$ cat config.mk
export PLATFORM = sky130hd
export DESIGN_NAME = classifier_dispatcher
export DESIGN_NICKNAME = d
export VERILOG_FILES = /design/src/rtl/network_pkg.sv /design/src/rtl/classifier_dispatcher_rr_arbiter.sv /design/src/rtl/classifier_dispatcher.sv
export SDC_FILE = /design/constraint.sdc
export NUM_CORES = 1
export LEC_CHECK = 0
export ABC_AREA = 0
export CORE_AREA = 2 2 131 107
export DETAILED_ROUTE_END_ITERATION = 10
export DIE_AREA = 0 0 133 109
export PLACE_DENSITY_LB_ADDON = 0.05
export SLEW_MARGIN = 30
export SYNTH_ARGS = -nofsm -noshare
export SYNTH_HDL_FRONTEND = slang
export SYNTH_SLANG_ARGS = --single-unit
$ cat constraint.sdc
create_clock -name clk -period 9.3 [get_ports clk]
set_input_delay 2.79 -clock clk [delete_from_list [all_inputs] [get_ports clk]]
set_output_delay 2.79 -clock clk [all_outputs]
set_load 0.01 [all_outputs]
$ cat src/rtl/network_pkg.sv
// Shared packet/rule types and dispatcher state encoding for the classifier front end.
package network_pkg;

  typedef struct packed {
    logic [15:0] flow_id;
    logic [7:0]  proto;
    logic [15:0] dst_port;
  } packet_s;

  typedef struct packed {
    logic [31:0] weight;
    logic [11:0] rule_id;
    logic [3:0]  action;
  } rule_s;

  // Engine reports this weight when no rule in the tree matched.
  localparam logic [31:0] NO_MATCH_WEIGHT = 32'h7FFF_FFFF;

  typedef enum logic [2:0] {
    IDLE,
    ISSUE,
    WAIT_BUSY,
    WAIT_DONE,
    HOLD
  } dispatch_state_e;

  function automatic logic [31:0] rule_weight(input rule_s r);
    return r.weight;
  endfunction

endpackage

$ cat src/rtl/classifier_dispatcher_rr_arbiter.sv
// Combinational round-robin picker: first requester at or after ptr, searching cyclically.
module rr_arbiter #(
  parameter int NUM_PORTS = 4,
  parameter int PORT_W    = $clog2(NUM_PORTS)
) (
  input  logic [NUM_PORTS-1:0] req,
  input  logic [PORT_W-1:0]    ptr,
  output logic [NUM_PORTS-1:0] grant,
  output logic [PORT_W-1:0]    grant_idx,
  output logic                 any_req
);

  logic              found;
  logic [PORT_W-1:0] cand;

  always_comb begin
    found     = 1'b0;
    cand      = '0;
    grant_idx = '0;
    for (int i = 0; i < NUM_PORTS; i++) begin
      cand = PORT_W'((int'(ptr) + i) % NUM_PORTS);
      if (!found && req[cand]) begin
        found     = 1'b1;
        grant_idx = cand;
      end
    end
  end

  assign any_req = |req;
  assign grant   = any_req ? (NUM_PORTS'(1) << grant_idx) : '0;

endmodule

$ cat src/rtl/classifier_dispatcher.sv
// Shares one tree-walk classifier engine between NUM_PORTS sources, one packet in flight.
// Optional walk watchdog and engine abort: define CLASSIFIER_DISPATCH_TIMEOUT_EN.
//
// state     | meaning
// IDLE      | waiting for a request while the engine is ready
// ISSUE     | one-cycle eng_valid pulse with the latched packet
// WAIT_BUSY | waiting for the engine to drop ready (walk started)
// WAIT_DONE | waiting for the engine to raise ready (walk finished)
// HOLD      | result presented until res_ready
module classifier_dispatcher
  import network_pkg::*;
#(
  parameter int NUM_PORTS      = 4,
  parameter int PORT_W         = $clog2(NUM_PORTS),
  parameter int TIMEOUT_CYCLES = 1024
) (
  input  logic                    clk,
  input  logic                    reset_n,
  input  logic [NUM_PORTS-1:0]    in_valid,
  output logic [NUM_PORTS-1:0]    in_ready,
  input  packet_s [NUM_PORTS-1:0] in_packet,
  output logic                    eng_valid,
  output packet_s                 eng_packet,
  input  logic                    eng_ready,
  input  rule_s                   eng_rule,
  output logic                    eng_abort,
  output logic                    res_valid,
  input  logic                    res_ready,
  output logic [PORT_W-1:0]       res_port,
  output rule_s                   res_rule,
  output logic                    res_hit,
  output logic                    res_timeout
);

  dispatch_state_e   state, state_nxt;
  logic [PORT_W-1:0] rr_ptr;
  logic [PORT_W-1:0] grant_tag;
  packet_s           pkt_q;

  logic [NUM_PORTS-1:0] arb_grant;
  logic [PORT_W-1:0]    arb_idx;
  logic                 arb_any;

  logic accept;
  logic complete;
  logic timeout_hit;
  logic wd_expired;

  rr_arbiter #(
    .NUM_PORTS (NUM_PORTS),
    .PORT_W    (PORT_W)
  ) u_arb (
    .req       (in_valid),
    .ptr       (rr_ptr),
    .grant     (arb_grant),
    .grant_idx (arb_idx),
    .any_req   (arb_any)
  );

`ifdef CLASSIFIER_DISPATCH_TIMEOUT_EN
  localparam int CNT_W = $clog2(TIMEOUT_CYCLES + 1);

  logic [CNT_W-1:0] wd_cnt;
  logic             res_timeout_q;

  always_ff @(posedge clk) begin
    if (!reset_n) begin
      wd_cnt <= '0;
    end else if (state == ISSUE) begin
      wd_cnt <= '0;
    end else if ((state == WAIT_BUSY || state == WAIT_DONE) &&
                 (wd_cnt != CNT_W'(TIMEOUT_CYCLES))) begin
      wd_cnt <= wd_cnt + CNT_W'(1);
    end
  end

  assign wd_expired  = (wd_cnt == CNT_W'(TIMEOUT_CYCLES - 1));
  assign res_timeout = res_timeout_q;
`else
  logic unused_timeout_cfg;
  assign unused_timeout_cfg = (TIMEOUT_CYCLES > 0);
  assign wd_expired         = 1'b0;
  assign res_timeout        = 1'b0;
`endif

  always_comb begin
    state_nxt   = state;
    in_ready    = '0;
    eng_valid   = 1'b0;
    accept      = 1'b0;
    complete    = 1'b0;
    timeout_hit = 1'b0;
    case (state)
      IDLE: begin
        if (arb_any && eng_ready) begin
          in_ready  = arb_grant;
          accept    = 1'b1;
          state_nxt = ISSUE;
        end
      end
      ISSUE: begin
        eng_valid = 1'b1;
        state_nxt = WAIT_BUSY;
      end
      WAIT_BUSY: begin
        if (wd_expired) begin
          timeout_hit = 1'b1;
          state_nxt   = HOLD;
        end else if (!eng_ready) begin
          state_nxt = WAIT_DONE;
        end
      end
      WAIT_DONE: begin
        // a walk finishing on the watchdog's last cycle still counts as done
        if (eng_ready) begin
          complete  = 1'b1;
          state_nxt = HOLD;
        end else if (wd_expired) begin
          timeout_hit = 1'b1;
          state_nxt   = HOLD;
        end
      end
      HOLD: begin
        if (res_ready) state_nxt = IDLE;
      end
      default: state_nxt = IDLE;
    endcase
    if (!reset_n) begin
      in_ready  = '0;
      eng_valid = 1'b0;
    end
  end

  assign eng_abort  = timeout_hit && reset_n;
  assign res_valid  = (state == HOLD) && reset_n;
  assign eng_packet = pkt_q;

  always_ff @(posedge clk) begin
    if (!reset_n) begin
      state     <= IDLE;
      rr_ptr    <= '0;
      grant_tag <= '0;
      pkt_q     <= '0;
      res_port  <= '0;
      res_rule  <= '0;
      res_hit   <= 1'b0;
`ifdef CLASSIFIER_DISPATCH_TIMEOUT_EN
      res_timeout_q <= 1'b0;
`endif
    end else begin
      state <= state_nxt;
      if (accept) begin
        pkt_q     <= in_packet[arb_idx];
        grant_tag <= arb_idx;
      end
      if (complete) begin
        res_port <= grant_tag;
        res_rule <= eng_rule;
        res_hit  <= (rule_weight(eng_rule) != NO_MATCH_WEIGHT);
`ifdef CLASSIFIER_DISPATCH_TIMEOUT_EN
        res_timeout_q <= 1'b0;
`endif
      end
      if (timeout_hit) begin
        res_port <= grant_tag;
        res_rule <= '0;
        res_hit  <= 1'b0;
`ifdef CLASSIFIER_DISPATCH_TIMEOUT_EN
        res_timeout_q <= 1'b1;
`endif
      end
      // pointer moves past the served port only once its result is taken
      if (state == HOLD && res_ready) begin
        rr_ptr <= (grant_tag == PORT_W'(NUM_PORTS - 1)) ? '0 : grant_tag + PORT_W'(1);
      end
    end
  end

endmodule
==> results of run 1 <==
==> path summary, 6_finish.rpt <==
path,from,to,slack [ps],cells past startpoint
worst min register to register,res_rule[46]$_SDFFE_PN0P_,res_rule[46]$_SDFFE_PN0P_,460,2
worst max register to register,rr_ptr[1]$_SDFFE_PN0P_,eng_packet[16]$_SDFFE_PN0P_,6610,7
worst max-delay path,in_valid[0],in_ready[1],1190,6
worst min-delay path,res_rule[46]$_SDFFE_PN0P_,res_rule[46]$_SDFFE_PN0P_,460,2
==> per-stage QoR <==
step | util [%] | total power (uW) | instances
floorplan | - | 560.8 | 630
global placement | 63.37 | 710.6 | 1062
detailed placement | 63.57 | 715.5 | 1063
CTS | 65.70 | 1088 | 1078
global route | 65.70 | 1122 | 1078
finish | 65.70 | 1078 | 1078
==> flip-flops by register name (all words and copies together) (netlist names) <==
name / flops
eng_packet: 40
grant_tag: 2
res_hit: 1
res_port: 2
res_rule: 48
rr_ptr: 2
state: 3
==> area by class of cell <==
cell class                 instances  share of cell area [%]
timing repair buffer             324                   37.10
multi-input combinational        460                   34.53
sequential                        98                   22.51
clock buffer                       9                   2.584
tap                              180                   2.584
clock inverter                     6                  0.6461
inverter                           1                 0.04307
==> cell usage after synthesis (all sizes together) <==
library cell  count
nor2b             4
nand2b            5
a21oi             3
o211a             1
o21a              2
and3              3
nor3              4
o21ai             3
or3               1
nand4b            1
a31oi             1
buf              35
conb              1
clkbuf           36
nand4            40
nor3b             3
o21bai            1
a32oi            40
or2               1
or4               1
mux2i             3
nor2              9
a21boi           52
dfxtp            98
ha                1
nand3            83
nor4              2
o21ba             1
inv               1
o211ai           47
and2              2
nand2           105
mux2             39
==> power by group through the flow <==
stage / registers, uW / clock network, uW / logic [uW]
after floorplan: 471 / 0 / 89.5
after global placement: 462 / 0 / 248
after global routing: 456 / 396 / 270
after CTS: 454 / 380 / 253
final: 454 / 370 / 254
after detailed placement: 463 / 0 / 252
==> critical path, cell delays in order <==
cell and delay [ps]:
clkdlybuf4s50_1 460, and2_1 210, and2_1 190, or3_2 760
nor3_1 290, clkdlybuf4s50_1 610
==> cells in the final DEF (no fill, tap or decap), types with 3 or more instances in the layout <==
| cell | Yosys | final |
|---|---|---|
| mux2_2 | 13 | 13 |
| dfxtp_1 | 98 | 98 |
| mux2i_1 | 3 | 3 |
| nand4_1 | 40 | 40 |
| clkbuf_16 | 0 | 9 |
| a32oi_1 | 40 | 40 |
| nor2_1 | 9 | 8 |
| nand2_1 | 105 | 105 |
| inv_6 | 0 | 3 |
| clkdlybuf4s50_1 | 0 | 312 |
| nand2b_1 | 5 | 5 |
| o211ai_1 | 38 | 38 |
| nand3_1 | 83 | 83 |
| mux2_1 | 26 | 26 |
| buf_4 | 3 | 11 |
| a21boi_0 | 52 | 52 |
| nor2b_1 | 4 | 4 |
| nor3b_1 | 3 | 3 |
| o211ai_2 | 9 | 9 |
| o21ai_0 | 3 | 3 |
==> cells by family after synthesis <==
kind of cell             synth area share (%)
AO/OA/AOI/OAI                           22.88
adder cells (fa/ha/maj)                0.2351
buffers and inverters                   7.195
flip-flops                              36.87
multiplexers                            8.817
other                                 0.07047
AND/OR/NAND/NOR                         23.94
==> routing by layer <==
metal | routed length, um | part of all wire (%) | GRT usage, %
met3 | 1707 | 8.7 | 9.577
met4 | 666 | 3.4 | 10.68
met2 | 9296 | 47 | 42.45
met5 | 0 | 0 | 0
met1 | 7928 | 40 | 30.42
==> results by group, run 1 <==
Power and ir drop
  • Sequential share of power: ~42%
  • Cell Int Power: 775.1 uW
  • Largest vdd supply drop: around 0.08 mV
  • LEAKAGE: 0.002856 uW
  • Switching share of power: between 20 and 30%
  • Power per standard cell area: around 120 nW/um^2
  • Clock share of power: between 30% and 40%
  • Combinational power share: about a quarter
  • P_sw: 302.6 uW

Timing
  • Setup repair after global routing missed its margin: false
  • Max-slew violation total from the final report: 0
  • Max Freq: roughly 120 MHz
  • Sum of negative setup slack: 0 ps
  • Final worst path period need: ~8100 ps
  • Final period utilization: ~87%
  • Max Clock Skew: between 8 and 9 ps
  • Transition time of the tightest slew-check pin: around 950 ps
  • Final setup fails: 0
  • Normalized max-slew margin: 36.91%
  • Worst Slack Setup Final: about 1200 ps
  • Worst hold slack across all endpoints: 463.4 ps
  • Total count of hold-check failures in the final report: 0

Die
  • Effective utilization at floorplan: around two fifths
  • Site Rows: 38
  • Overall die width: approximately 130 um
  • Die height: ~110 um
  • I/O Pins: between 300 and 400
  • Core area: ~13000 sq um
  • Die ar.: between 10000 and 15000 sq um

Clock network
  • Number of post-CTS setup repair buffers: 0
  • TritonCTS clock tree: done
  • Count of hold buffers inserted by post-cts repair: 0
  • Cts bufs inserted: 9
  • Number of sinks driven by the clock tree: between 90 and 100
  • Worst-Skew Late Latency: 350 ps
  • Post-CTS resize count: 0
  • Max clock buf depth: 2
  • Clock slew at the register clock pins of the worst setup and hold paths: roughly 70 ps
  • Buffer type at the clock tree root: clkbuf_16
  • H-tree levels: 3

Global routing
  • Initial antenna violation count: 0
  • First-pass GRT wire length: around 30000 um
  • GR Util All Layers: between 20% and 30%
  • Global route overflow: 0
  • Vias in the first global route: between 5000 and 6000
  • Maximum number of pins on one net before global-route repair: a little under 80

Final layout
  • Share of post-route cells with drive strength above 1: approximately 6.7%
  • Area added between synthesis and finish: 63.77%
  • Storage element area: about 2000 sq um
  • Multi-input logic area: 3009 sq um
  • Number of antenna repair diodes: 0
  • Final net count: 1111
  • Cell area after layout: 8715 sq um
  • Filler instances: about 1100

Route
  • Avg Vias per Cell: around 5.6
  • Total length of routed wires: around 20000 um
  • Pre-Repair DR Iteration Count: 5
  • Iter 0 DRT Violations: 336
  • Residual DRC: 0
  • Detailed-route via count: roughly 6000
  • Antenna violation net count after detailed routing: 0
  • WL/cell: ~18 um

Outcome
  • Run status: finished, final reports clean

Setup path
  • Critical Setup Path Class: input port to output pin
  • Startpoint types: input port
  • Worst path arrival time: roughly 5300 ps
  • Critical path endpoint category: output pin
  • CP required: approximately 6500 ps
  • Largest fanout on the critical path: 27

Placement
  • Post-placement worst setup slack: 1186 ps
  • Placement Cell Area: 8433 sq um
  • Port-buffer cells: 312
  • Half-perimeter wire length of the detailed placement result: 14120 um
  • Gp weighted congestion: around 0.85

Yosys
  • Area share of the largest cell type after synthesis: a little under two fifths
  • Post-Syn Instances: 629
  • Part of the Yosys area used for sequential elements: a little under two fifths
  • Main area contributors after synthesis: dfxtp_1 37%, nand3_1 7.8%, nand2_1 7.4%
  • Dominant cell type by area after synthesis: dfxtp_1
  • Synth unique cells: 39
  • Total of warnings raised by yosys: 0
  • Per-instance average area after synthesis: between 8 and 9 sq um
  • Cell area after synthesis: between 5000 and 6000 sq um
  • Number of synthesized register bits: between 90 and 100

Hold path
  • Path class of the lowest-slack min-delay path: flip-flop to flip-flop

Run
  • Max Cap Viol: 0
(Power assumes the default switching activity.)
==> run 2: changes to the inputs <==
--- a/config.mk
+++ b/config.mk
@@ -6,9 +6,9 @@
 export NUM_CORES = 1
 export LEC_CHECK = 0
 export ABC_AREA = 0
-export CORE_AREA = 2 2 131 107
+export CORE_AREA = 3 3 132 108
 export DETAILED_ROUTE_END_ITERATION = 10
-export DIE_AREA = 0 0 133 109
+export DIE_AREA = 0 0 135 111
 export PLACE_DENSITY_LB_ADDON = 0.05
 export SLEW_MARGIN = 30
 export SYNTH_ARGS = -nofsm -noshare
==> run 2 against run 1 <==
Net effect:
- global-route usage grew 0.28 points
- cell area rose by 0.37%
- worst hold slack got worse by 2.0 ps
- sequential share of layout area down 0.084 points
- wire length is 1.8% higher
- cell count decreased by 0.28%
- via count shrank 1.1%
- clock-buffer cell count is the same
- maximum frequency grew 0.92%
- total power up 1.8%
- register-to-register slack better by 320 ps
- first-iteration DRC count rose by 59%
==> results by group, run 2 (synthesis gave the netlist of run 1 again) <==
Outcome
  • Run status: finished, final reports clean (unchanged)

Clock network
  • Number of post-CTS setup repair buffers: 0 (unchanged)
  • Post-CTS resize count: 0 (unchanged)
  • H-tree levels: 3 (unchanged)
  • Max clock buf depth: 2 (unchanged)
  • Buffer type at the clock tree root: clkbuf_16 (unchanged)
  • Count of hold buffers inserted by post-cts repair: 0 (unchanged)
  • Worst-Skew Late Latency: 350 ps (about the same)
  • Cts bufs inserted: 9 (unchanged)
  • TritonCTS clock tree: done (unchanged)
  • Number of sinks driven by the clock tree: 98 (unchanged)
  • Clock slew at the register clock pins of the worst setup and hold paths: 70 ps (about the same)

Final layout
  • Commonest cells after routing, fill and taps aside: 312 x clkdlybuf4s50_1, 105 x nand2_1, 98 x dfxtp_1 (unchanged)
  • Final net count: 1112 (was 1111)
  • Flip-flop count of the largest register after layout: 48 (unchanged)
  • Most common cell after layout, fill and taps aside: clkdlybuf4s50_1 (unchanged)
  • Filler instances: 1049 (was 1084)
  • Share of post-route cells with drive strength above 1: 6.889% (was 6.682%)
  • Multi-input logic area: 3009 sq um (unchanged)
  • Non-filler instance count after layout: 1075 (was 1078)
  • Area added between synthesis and finish: 64.38% (was 63.77%)
  • Register bank with the most flops: res_rule (unchanged)
  • Number of antenna repair diodes: 0 (unchanged)
  • Layout Utilization: 67.72% (was 65.70%)
  • Storage element area: 1962 sq um (unchanged)

Power and ir drop
  • Power per standard cell area: 125.4 nW/um^2 (was 123.7 nW/um^2)
  • LEAKAGE: 0.002869 uW (was 0.002856 uW)
  • Switching share of power: 26.88% (was 28.08%)
  • Total design power: 1097 uW (was 1078 uW)
  • Clock share of power: 35.5% (was 34.3%)
  • Largest vdd supply drop: 0.08929 mV (was 0.08136 mV)
  • P_sw: 294.8 uW (was 302.6 uW)
  • Cell Int Power: 801.8 uW (was 775.1 uW)
  • Combinational power share: 23.0% (was 23.5%)
  • Sequential share of power: 41.5% (was 42.2%)

Global routing
  • GR Util All Layers: 25.99% (was 25.71%)
  • Global route overflow: 0 (unchanged)
  • Vias in the first global route: 5898 (was 5785)
  • Maximum number of pins on one net before global-route repair: 79 (unchanged)
  • First-pass GRT wire length: 31590 um (was 29500 um)
  • Initial antenna violation count: 0 (unchanged)

Setup path
  • Number of cell instances on the worst register-to-register path: 6 (was 7)
  • CP required: 6510 ps (about the same)
  • Highest cell delay on the worst timing path: 710 ps (was 760 ps)
  • Kind of cell adding the most delay to the critical path: simple AND/OR/NAND/NOR gates (unchanged)
  • Startpoint types: input port (unchanged)
  • Largest fanout on the critical path: 22 (was 27)
  • Critical Setup Path Class: input port to output pin (unchanged)
  • Critical path buffer and inverter count: 2 (unchanged)
  • Startpoint of the lowest-slack register-to-register path: rr_ptr[1]$_SDFFE_PN0P_ (unchanged)
  • Worst path arrival time: 5250 ps (was 5320 ps)
  • Setup slack, reg-to-reg: 6930 ps (was 6610 ps)
  • Ordered cell list for the critical path: clkdlybuf4s50_1, and2_1, and2_1, or3_2, nor3_1, clkdlybuf4s50_1 (unchanged)
  • Critical path endpoint category: output pin (unchanged)
  • Worst path slowest cell: or3_2 (unchanged)
  • Capture instance of the worst register-to-register path: eng_packet[39]$_SDFFE_PN0P_ (was eng_packet[16]$_SDFFE_PN0P_)

Route
  • Detailed route wirelength on metal2: 9907 um (was 9296 um)
  • Residual DRC: 0 (unchanged)
  • Metal3 WL: 1920 um (was 1707 um)
  • Pre-Repair DR Iteration Count: 5 (unchanged)
  • WL/cell: 18.55 um (was 18.18 um)
  • Iter 0 DRT Violations: 534 (was 336)
  • Avg Vias per Cell: 5.519 (was 5.567)
  • Detailed-route via count: 5933 (was 6001)
  • Antenna violation net count after detailed routing: 0 (unchanged)
  • Top Metal Used: met4 (unchanged)
  • Met1 WL: 7591 um (was 7928 um)
  • Total length of routed wires: 19950 um (was 19600 um)

Die
  • Site Rows: 37 (was 38)
  • Die ar.: 14990 sq um (was 14500 sq um)
  • Overall die width: 135 um (was 133 um)
  • Die height: 111 um (was 109 um)
  • Core area: 12920 sq um (was 13270 sq um)
  • I/O Pins: 315 (unchanged)
  • Effective utilization at floorplan: 41.20% (was 40.12%)

Hold path
  • End point of the most critical hold path: res_rule[20]$_SDFFE_PN0P_ (was res_rule[46]$_SDFFE_PN0P_)
  • Cell depth of the worst min-delay path: 2 (unchanged)
  • Hold Startpoint: res_rule[20]$_SDFFE_PN0P_ (was res_rule[46]$_SDFFE_PN0P_)
  • Path class of the lowest-slack min-delay path: flip-flop to flip-flop (unchanged)

Timing
  • Setup repair after global routing missed its margin: false (unchanged)
  • Transition time of the tightest slew-check pin: 927.9 ps (was 946.4 ps)
  • Final setup fails: 0 (unchanged)
  • Max Clock Skew: 7.983 ps (was 8.091 ps)
  • Max-slew violation total from the final report: 0 (unchanged)
  • Final worst path period need: 8038 ps (was 8111 ps)
  • Max Freq: 124.4 MHz (was 123.3 MHz)
  • Sum of negative setup slack: 0 ps (unchanged)
  • Normalized max-slew margin: 38.14% (was 36.91%)
  • Total count of hold-check failures in the final report: 0 (unchanged)
  • Final period utilization: 86.43% (was 87.22%)

Placement
  • Gp weighted congestion: 0.8773 (was 0.8471)
  • Half-perimeter wire length of the detailed placement result: 14680 um (was 14120 um)
  • Port-buffer cells: 312 (unchanged)
  • Placed Cells incl. Taps: 1059 (was 1063)

Run
  • Max Cap Viol: 0 (unchanged)
run 2: cell types whose count changed in the layout (fill, tap and decap cells not counted), sizes merged:
cell	delta
buf	+1
bufinv	+1
clkinv	+2
clkinvlp	+1
inv	-3
run 2: through the flow:
stage	setup WS, ps	instance area, sq um	hold WS, ps
2_1_floorplan	2350	5325	454.3
3_3_place_gp	1330	8407	446.2
3_5_place_dp	1277	8434	456.5
4_1_cts	1267	8747	466.1
5_1_grt	1195	8747	485.3
6_report	1262	8747	461.4
run 2: worst min-delay path, delay by kind of cell, from the launching register on:
kind	cells	cell delay (ps)
and+or+nand+nor	1	40
AOI/OAI and AO/OA	1	60
DFF	1	310
run 2: routing by layer:
layer | global-route usage, % | vias to the layer above
met2 | 44.42 | 257
met1 | 30.57 | 2772
met4 | 7.589 | 0
met3 | 9.301 | 31
met5 | 0 | -
li1 | - | 2873
run 2: area by class of cell:
cell class,count,area share (%)
Timing Repair Buffer,325,37.05
Multi-Input combinational cell,460,34.40
Sequential cell,98,22.43
Clock buffer,9,2.575
Tap cell,175,2.503
Clock inverter,7,1.001
Inverter,1,0.04291
run 2: worst max path at each step:
stage | from | end | slack, ps | depth (start not counted)
global route | in_valid[0] | in_ready[1] | 1200 | 6
global placement | in_valid[0] | in_ready[1] | 1330 | 6
finish | in_valid[0] | in_ready[1] | 1260 | 6
CTS | in_valid[0] | in_ready[1] | 1270 | 6
floorplan | in_valid[0] | in_ready[1] | 2350 | 7
detailed placement | in_valid[0] | in_ready[1] | 1280 | 6
run 2: power by group through the flow:
stage                     Sequential [uW]  Combinational [uW]  Clock (uW)
final                                 455                 253         390
after global routing                  457                 271         416
after CTS                             454                 253         401
after detailed placement              464                 252           0
after global placement                463                 248           0
after floorplan                       471                89.5           0
